### src/rtl/wb_csr_bank.sv
// Wishbone classic slave exposing a bank of CSRs: RW control words, a sticky
// W1C status word with interrupt enable, and programmable ack wait states.
module wb_csr_bank #(
  parameter int unsigned DATA_WIDTH   = 32,
  parameter int unsigned ADDR_WIDTH   = 32,
  parameter int unsigned SELECT_WIDTH = DATA_WIDTH / 8,
  parameter int unsigned NUM_REGS     = 8,
  parameter int unsigned WAIT_STATES  = 1
) (
  input  logic                               clk,
  input  logic                               rst,
  input  logic [ADDR_WIDTH-1:0]              wb_adr_i,
  input  logic [DATA_WIDTH-1:0]              wb_dat_i,
  output logic [DATA_WIDTH-1:0]              wb_dat_o,
  input  logic                               wb_we_i,
  input  logic [SELECT_WIDTH-1:0]            wb_sel_i,
  input  logic                               wb_stb_i,
  input  logic                               wb_cyc_i,
  output logic                               wb_ack_o,
  output logic                               wb_err_o,
  output logic [(NUM_REGS-2)*DATA_WIDTH-1:0] ctrl_o,
  input  logic [DATA_WIDTH-1:0]              event_i,
  output logic                               irq_o
);

  localparam int unsigned LSB        = (SELECT_WIDTH > 1) ? $clog2(SELECT_WIDTH) : 0;
  localparam int unsigned NUM_CTRL   = NUM_REGS - 2;
  localparam int unsigned STATUS_IDX = NUM_REGS - 2;
  localparam int unsigned IRQ_EN_IDX = NUM_REGS - 1;

  typedef enum logic [1:0] {
    IDLE,
    WAIT,
    RESP
  } state_t;

  state_t                  state;
  logic [3:0]              wait_cnt;
  logic [ADDR_WIDTH-1:0]   adr_q;
  logic [DATA_WIDTH-1:0]   dat_q;
  logic                    we_q;
  logic [SELECT_WIDTH-1:0] sel_q;

  logic [DATA_WIDTH-1:0]   ctrl_q [NUM_CTRL];
  logic [DATA_WIDTH-1:0]   status_q;
  logic [DATA_WIDTH-1:0]   irq_en_q;

  logic                    req;
  logic                    finish;
  logic [ADDR_WIDTH-1:0]   cur_adr;
  logic [DATA_WIDTH-1:0]   cur_dat;
  logic                    cur_we;
  logic [SELECT_WIDTH-1:0] cur_sel;
  logic [ADDR_WIDTH-1:0]   cur_idx;
  logic                    cur_valid;
  logic [DATA_WIDTH-1:0]   lane_mask;
  logic [DATA_WIDTH-1:0]   rd_data;
  logic [DATA_WIDTH-1:0]   clear_mask;
  logic [DATA_WIDTH-1:0]   status_next;

  always_comb begin
    req = wb_cyc_i & wb_stb_i;

    // With zero wait states the response edge is the sampling edge, so the
    // live bus is used; otherwise the request latched in IDLE is used.
    if (state == IDLE) begin
      cur_adr = wb_adr_i;
      cur_dat = wb_dat_i;
      cur_we  = wb_we_i;
      cur_sel = wb_sel_i;
    end else begin
      cur_adr = adr_q;
      cur_dat = dat_q;
      cur_we  = we_q;
      cur_sel = sel_q;
    end

    finish = 1'b0;
    case (state)
      IDLE:    finish = req && (WAIT_STATES == 0);
      WAIT:    finish = wb_cyc_i && (wait_cnt == 4'd1);
      default: finish = 1'b0;
    endcase

    cur_idx   = cur_adr >> LSB;
    cur_valid = cur_idx < ADDR_WIDTH'(NUM_REGS);

    lane_mask = '0;
    for (int unsigned b = 0; b < SELECT_WIDTH; b++) begin
      lane_mask[b*8 +: 8] = {8{cur_sel[b]}};
    end

    rd_data = '0;
    for (int unsigned i = 0; i < NUM_CTRL; i++) begin
      if (cur_idx == ADDR_WIDTH'(i)) rd_data = ctrl_q[i];
    end
    if (cur_idx == ADDR_WIDTH'(STATUS_IDX)) rd_data = status_q;
    if (cur_idx == ADDR_WIDTH'(IRQ_EN_IDX)) rd_data = irq_en_q;

    clear_mask = '0;
    if (finish && cur_we && (cur_idx == ADDR_WIDTH'(STATUS_IDX))) begin
      clear_mask = cur_dat & lane_mask;
    end
    // New events are ORed after the clear so a same-cycle event survives.
    status_next = (status_q & ~clear_mask) | event_i;
  end

  always_ff @(posedge clk) begin
    if (rst) begin
      state    <= IDLE;
      wait_cnt <= '0;
      adr_q    <= '0;
      dat_q    <= '0;
      we_q     <= 1'b0;
      sel_q    <= '0;
      wb_ack_o <= 1'b0;
      wb_err_o <= 1'b0;
      wb_dat_o <= '0;
      status_q <= '0;
      irq_en_q <= '0;
      irq_o    <= 1'b0;
      for (int unsigned i = 0; i < NUM_CTRL; i++) begin
        ctrl_q[i] <= '0;
      end
    end else begin
      wb_ack_o <= 1'b0;
      wb_err_o <= 1'b0;
      wb_dat_o <= '0;
      status_q <= status_next;
      irq_o    <= |(status_q & irq_en_q);

      case (state)
        IDLE: begin
          if (req) begin
            adr_q    <= wb_adr_i;
            dat_q    <= wb_dat_i;
            we_q     <= wb_we_i;
            sel_q    <= wb_sel_i;
            wait_cnt <= 4'(WAIT_STATES);
            state    <= (WAIT_STATES == 0) ? RESP : WAIT;
          end
        end
        WAIT: begin
          if (!wb_cyc_i) begin
            state <= IDLE;
          end else if (wait_cnt == 4'd1) begin
            state <= RESP;
          end else begin
            wait_cnt <= wait_cnt - 4'd1;
          end
        end
        RESP:    state <= IDLE;
        default: state <= IDLE;
      endcase

      if (finish) begin
        wb_ack_o <= cur_valid;
        wb_err_o <= !cur_valid;
        if (cur_valid && !cur_we) begin
          wb_dat_o <= rd_data;
        end
        if (cur_valid && cur_we) begin
          for (int unsigned i = 0; i < NUM_CTRL; i++) begin
            if (cur_idx == ADDR_WIDTH'(i)) begin
              ctrl_q[i] <= (ctrl_q[i] & ~lane_mask) | (cur_dat & lane_mask);
            end
          end
          if (cur_idx == ADDR_WIDTH'(IRQ_EN_IDX)) begin
            irq_en_q <= (irq_en_q & ~lane_mask) | (cur_dat & lane_mask);
          end
        end
      end
    end
  end

  always_comb begin
    ctrl_o = '0;
    for (int unsigned i = 0; i < NUM_CTRL; i++) begin
      ctrl_o[i*DATA_WIDTH +: DATA_WIDTH] = ctrl_q[i];
    end
  end

endmodule

### config.mk
export PLATFORM = sky130hd
export DESIGN_NAME = wb_csr_bank
export DESIGN_NICKNAME = d
export VERILOG_FILES = /design/src/rtl/wb_csr_bank.sv
export SDC_FILE = /design/constraint.sdc
export NUM_CORES = 1
export LEC_CHECK = 0
export CAP_MARGIN = 20
export CORE_UTILIZATION = 47
export DETAILED_ROUTE_END_ITERATION = 8
export GPL_TIMING_DRIVEN = 0
export PLACE_DENSITY = 0.85
export SLEW_MARGIN = 10
export SYNTH_ARGS = -nofsm -noshare
export SYNTH_HDL_FRONTEND = slang
export SYNTH_SLANG_ARGS = --single-unit
### constraint.sdc
create_clock -name clk -period 4.7 [get_ports clk]
set_input_delay 1.175 -clock clk [delete_from_list [all_inputs] [get_ports clk]]
set_output_delay 1.175 -clock clk [all_outputs]
set_load 0.1 [all_outputs]
==> flow_summary.ini, run 1 <==
[run_status]
run_status = finished, final reports clean

[routing]
avgRoutedWirePerCell_um = 23.7
total_routed_wirelength_mm = 62.3
detailedRoute.firstPassIterationCount = 6
vias = 16000
remaining_drc_errors = 0
post_drt_via_cell_ratio = 6.11
first_iter_violations = 2168
drtAntennaViolNets = 0

[synth]
yosysSeqAreaShare_pct = 55.1
share_of_the_synthesized_area_in_the_top_cell_type_pct = 34.5
ys_warn_count = 0
yosys_most_used_dff = sky130_fd_sc_hd__edfxtp_1
cell_with_the_most_instances_after_synthesis = sky130_fd_sc_hd__nand2_1
synthTopCellsByCount = 404 x sky130_fd_sc_hd__nand2_1, 318 x sky130_fd_sc_hd__a21oi_1, 192 x sky130_fd_sc_hd__edfxtp_1
synthTopCellsByArea = sky130_fd_sc_hd__edfxtp_1 34%, sky130_fd_sc_hd__dfxtp_1 21%, sky130_fd_sc_hd__a21oi_1 9.5%
syn_inst = 1766
avgSynthCellArea_um2 = 9.46
syn-cell-area_um2 = 16700
synth_async_sr_flop_share_pct = 0
yosysUniqueCellTypes = 61
syn_nets = 1873
synth-seq-cells = 364
synth_top_cell_by_area = sky130_fd_sc_hd__edfxtp_1
synth_edf_count = 192

[cts]
worstSkewPairLatency_ps = 530
holdBufCountCts = 0
cts.clk_slew.worst_paths_ps = 60
cts_root_buffer = sky130_fd_sc_hd__clkbuf_16
cts.htree.levels = 2
post_cts.resized_instances = 0
clockBufferDepth = 3
tritoncts = built
cts_inserted_buffers = 39
clkSinkCount = 364
post_cts_repair_setup_buffers = 0

[setup_path]
worstPathCellList = clkdlybuf4s50_1, nor4_1, nand3_1, o22ai_2, clkbuf_1, nand4_1, nand3_2, buf_2, a21oi_1, o41ai_1
slowest_stage_cell_crit_path = sky130_fd_sc_hd__o41ai_1
worstSetupEndpointType = register
timing.setup.critical_path_class = primary input to register
crit_path_start_kind = primary input
worst_r2r_path_depth = 9
timing.critical_path.max_delay_family = compound AO/OA/AOI/OAI gates
arrival_ps = 4970
cp.buffers_inverters = 3
timing.critical_path.depth = 10
cp_data_required_time_ps = 5050
critical_path_peak_fanout = 10
cpPeakStageDelay_ps = 630

[die]
floorplan.die_area_um2 = 36300
placementRows = 68
initial_utilization_pct = 48.0
die_y_um = 191
die_width_um = 191
core_area_um2 = 34800
ios = 332

[sta]
clock_period_minus_final_worst_setup_slack_ps = 4620
rsz_0062_raised_after_global_routing = false
setup-violations-final = 0
tightestPinTransition_ps = 1120
timing_max_transition_violations_final = 0
fmax_ghz = 0.217
final_critical_path_setup_slack_ps = 83.1
fin_skew_ps = 12.8
finalCritPeriodShare_pct = 98.2
fin_tns_setup_ps = 0
finalHoldViolations = 0
timing.slew.headroom_pct = 25.1

[layout]
register_area_um2 = 9210
n_fill_cell = 2807
finalInstanceArea_um2 = 22000
share_of_cells_above_drive_strength_1_pct = 9.64
final_nets = 2246
antennaDiodeCount = 0
flow.area_growth_from_synthesis_pct = 31.5
multiInputGateArea_um2 = 6850

[flow_run]
drv.max_cap_violation_count = 0

[pwr]
powerDensity_nw_per_um2 = 357
total_leakage_power_nw = 7.86
irDropWorstVdd_mv = 0.229

[global_routing]
grt_antenna_before_repair = 1
first_global_vias = 15500
grtUsageTotal_pct = 33.6
grt_pass1_wl_mm = 91.4
grt_max_degree = 33
gr-total-overflow = 0

[hold_path]
hold_class = register to register
worst_hold_path.num_cells = 2

[place]
routabilityCongestion = 1.01
placement.io_buffers = 328
hpwl_after_dpl_mm = 48.1
place_worst_setup_slack_ps = -338
placed_instance_area_um2 = 20700
cell type report:
cell class                 count  share of cell area (%)
sequential                   364                    41.9
multi-input combinational   1227                    31.2
timing repair buffer         332                    15.2
clock buffer                  47                    4.91
buffer                       140                    2.65
tap                          455                    2.59
clock inverter                24                   0.962
inverter                      35                   0.598
worst paths after layout:
path | endpoint | startpoint | slack, ps
worst max-delay path | wb_dat_o[1] | wb_adr_i[10] | 80
worst min-delay path | adr_q[21] | adr_q[21] | 450
worst max register to register | wb_dat_o[1] | state[1] | 620
worst min register to register | adr_q[21] | adr_q[21] | 450
per-stage QoR:
step | total power, W | cells | hold WS [ps] | util, %
6_report | 0.00784 | 2624 | 450 | 63.2
5_1_grt | 0.00801 | 2624 | 473 | 63.2
4_1_cts | 0.00780 | 2623 | 452 | 63.1
3_5_place_dp | 0.00475 | 2552 | 444 | 59.4
3_3_place_gp | 0.00472 | 2549 | 438 | 59.1
2_1_floorplan | 0.00434 | 1766 | 431 | -
cell usage in the layout, fill, tap and decap left out, types with 44 or more instances in the layout:
cell type,n
sky130_fd_sc_hd__nand2_1,404
sky130_fd_sc_hd__clkdlybuf4s50_1,328
sky130_fd_sc_hd__a21oi_1,318
sky130_fd_sc_hd__edfxtp_1,192
sky130_fd_sc_hd__dfxtp_1,172
sky130_fd_sc_hd__clkbuf_1,114
sky130_fd_sc_hd__nor2_1,65
sky130_fd_sc_hd__mux2_2,47
sky130_fd_sc_hd__o21ai_0,44
registers in the layout (all words and copies together), names as in the netlist, named ones only:
| register | flops |
|---|---|
| adr_q | 30 |
| dat_q | 32 |
| state | 2 |
| ctrl_q | 192 |
| status_q | 32 |
| wb_err_o | 1 |
| wb_dat_o | 32 |
| sel_q | 4 |
| irq_o | 1 |
| wb_ack_o | 1 |
| we_q | 1 |
| wait_cnt | 4 |
report_power, final:
group	internal (W)	switching [W]	total [W]
Sequential	0.00345	0.000108	0.00356
Combinational	0.000310	0.000847	0.00116
Clock	0.00185	0.00127	0.00313
routing by layer:
metal / wire [um] / part of all wire (%) / GRT usage (%)
met3: 8020 / 13 / 8.10
met1: 23000 / 37 / 43.3
met5: 0 / 0 / 0
met4: 2880 / 4.6 / 16.1
met2: 28400 / 46 / 53.0
cells by family after synthesis:
group                      after synthesis  share of synthesized area [%]
AOI/OAI and AO/OA                      517                           18.2
muxes                                   84                           5.38
DFF                                    364                           55.1
and+or+nand+nor                        622                           16.8
adders and majority gates                2                          0.150
buffers and inverters                  175                           4.27
xor gates and xnor gates                 2                          0.105
worst reg2reg max path, stage by stage (launching register included):
cell	delay, ps
sky130_fd_sc_hd__dfxtp_1	390
sky130_fd_sc_hd__nor2_2	450
sky130_fd_sc_hd__nand3_1	270
sky130_fd_sc_hd__o22ai_2	570
sky130_fd_sc_hd__clkbuf_1	420
sky130_fd_sc_hd__nand4_1	360
sky130_fd_sc_hd__nand3_2	360
sky130_fd_sc_hd__buf_2	300
sky130_fd_sc_hd__a21oi_1	150
sky130_fd_sc_hd__o41ai_1	630
(Power assumes the default switching activity.)
==> run 2, diff against run 1 <==
- CORE_UTILIZATION: 47 -> 52
- PLACE_DENSITY: 0.85 -> 0.88
- clock period: 4.7 -> 4.35 ns (I/O delays scaled with it)
==> run 2 against run 1 <==
Cell count fell by 2.1%. Non-clock buffer count rose by 1. Die area fell by 9.5%. Setup slack got worse by 62 ps. Hold slack improved by 1.6 ps. Global-route usage rose by 3.7 points. Via count rose by 2.0%.
==> flow_summary.ini, run 2 (synthesized netlist as in run 1, its figures left out) <==
[setup_path]
crit_path_start_kind = primary input
cp.buffers_inverters = 3
critical_path_peak_fanout = 10
worstSetupEndpointType = register
timing.setup.critical_path_class = primary input to register
slowest_stage_cell_crit_path = sky130_fd_sc_hd__o41ai_1
timing.critical_path.max_delay_family = simple AND/OR/NAND/NOR gates
worstPathCellList = clkdlybuf4s50_1, nor4_1, nand3_1, o22ai_4, clkbuf_1, nand4_1, nand3_2, buf_2, a21oi_1, o41ai_1
cp_data_required_time_ps = 4710
cpPeakStageDelay_ps = 520
arrival_ps = 4680

[layout]
largest_register_ffs = 192
share_of_cells_above_drive_strength_1_pct = 9.27
most-common-layout-cells = 404 x sky130_fd_sc_hd__nand2_1, 328 x sky130_fd_sc_hd__clkdlybuf4s50_1, 318 x sky130_fd_sc_hd__a21oi_1
post_layout_util_pct = 69.4
layout_commonest_cell = sky130_fd_sc_hd__nand2_1
flow.area_growth_from_synthesis_pct = 31.1
antennaDiodeCount = 0
registers.top_by_ff_count = ctrl_q
fin_cells = 2570
final_nets = 2246

[global_routing]
gr-total-overflow = 0
gr-max-usage-layer = met2
grt_antenna_before_repair = 1
grt.met2_usage_pct = 60.2
groute.layer.met1.usage_pct = 47.5
first_global_vias = 15700
grt_pass1_wl_mm = 92.7
gr-usage-met3_pct = 7.66
grtUsageTotal_pct = 37.2
grt_max_degree = 33

[sta]
clock_period_minus_final_worst_setup_slack_ps = 4330
timing.slew.headroom_pct = 26.8
finalCritPeriodShare_pct = 99.5
setup-violations-final = 0
fmax_ghz = 0.231
finalHoldViolations = 0
rsz_0062_raised_after_global_routing = false
timing_max_transition_violations_final = 0
fin_skew_ps = 27.7
tightestPinTransition_ps = 1090

[run_status]
run_status = finished, final reports clean

[routing]
vias = 16300
avgRoutedWirePerCell_um = 24.4
detailedRoute.firstPassIterationCount = 6
total_routed_wirelength_mm = 62.7
drtAntennaViolNets = 0
post_drt_via_cell_ratio = 6.36
first_iter_violations = 2622
remaining_drc_errors = 0

[die]
core_area_um2 = 31600
die_width_um = 181
placementRows = 65
floorplan.die_area_um2 = 32900
ios = 332
initial_utilization_pct = 53.0
die_y_um = 181

[cts]
cts.htree.levels = 2
cts_inserted_buffers = 38
clockBufferDepth = 3
clkSinkCount = 364
tritoncts = built
worstSkewPairLatency_ps = 540
cts_root_buffer = sky130_fd_sc_hd__clkbuf_16
cts.clk_slew.worst_paths_ps = 60

[pwr]
total_leakage_power_nw = 7.82
irDropWorstVdd_mv = 0.323
powerDensity_nw_per_um2 = 380

[place]
routabilityCongestion = 0.967
dp.cells = 2499
placement.io_buffers = 328
hpwl_after_dpl_mm = 47.7

[hold_path]
hold_class = register to register

[flow_run]
drv.max_cap_violation_count = 0
==> run 2: cell count changes in the layout (fill, tap and decap cells not counted), moves of 2 or more <==
| cell | previous run | this run |
|---|---|---|
| sky130_fd_sc_hd__clkinv_2 | 13 | 3 |
| sky130_fd_sc_hd__a31o_4 | 0 | 2 |
| sky130_fd_sc_hd__clkbuf_1 | 114 | 122 |
| sky130_fd_sc_hd__a31o_2 | 8 | 6 |
| sky130_fd_sc_hd__bufinv_16 | 4 | 2 |
==> run 2: layer usage <==
layer / up-vias / routed length (um)
li1: 7106 / -
met1: 7629 / 22200
met2: 1373 / 28900
met3: 232 / 8080
met4: 2 / 3480
met5: - / 13
==> run 2: timing repair <==
item | CTS | global route
setup endpoints to repair | 1 | 152
buffers inserted | 0 | 1
pin swaps | 0 | 1
gates resized for setup | 1 | 10
hold buffers | 0 | 0
==> run 2: power breakdown <==
group | leakage [nW] | switching (W) | internal (W)
clock network | 0.589 | 0.00136 | 0.00187
logic | 3.85 | 0.000924 | 0.000338
registers | 3.39 | 0.000117 | 0.00372
total | 7.82 | 0.00240 | 0.00594
==> run 2: path summary, 6_finish.rpt <==
path / start / slack [ps] / cells past startpoint / end
worst min-delay path: dat_q[2] / 450 / 2 / dat_q[2]
worst max-delay path: wb_adr_i[14] / 20 / 10 / wb_dat_o[5]
worst min register to register: dat_q[2] / 450 / 2 / dat_q[2]
worst max register to register: state[1] / 310 / 8 / ctrl_q[2][13]
==> run 2: layout make-up <==
type,count,area (um2)
Multi-Input combinational cell,1227,6900
Fill cell,2291,9640
Clock buffer,55,1100
Sequential cell,364,9210
Clock inverter,14,118
Timing Repair Buffer,333,3370
Buffer,140,584
Inverter,35,131
Tap cell,402,503
==> run 2: metrics by stage <==
stage	setup TNS (ps)	worst slack (ps)	hold slack, ps	area (um2)	total power [W]
3_3_place_gp	-177490	-1500	439	20500	0.00510
2_1_floorplan	0	17.2	431	16700	0.00469
5_1_grt	0	5.18	470	21900	0.00850
4_1_cts	0	3.42	453	21800	0.00828
3_5_place_dp	-85180	-768	445	20600	0.00513
6_report	0	21.2	452	21900	0.00834
==> run 2: worst reg2reg max path, delay by kind of cell, from the launching register on <==
family,cells,cell delay [ps]
compound gates,1,270
buf+inv,1,450
flops,1,390
mux,1,220
simple gates,5,2560
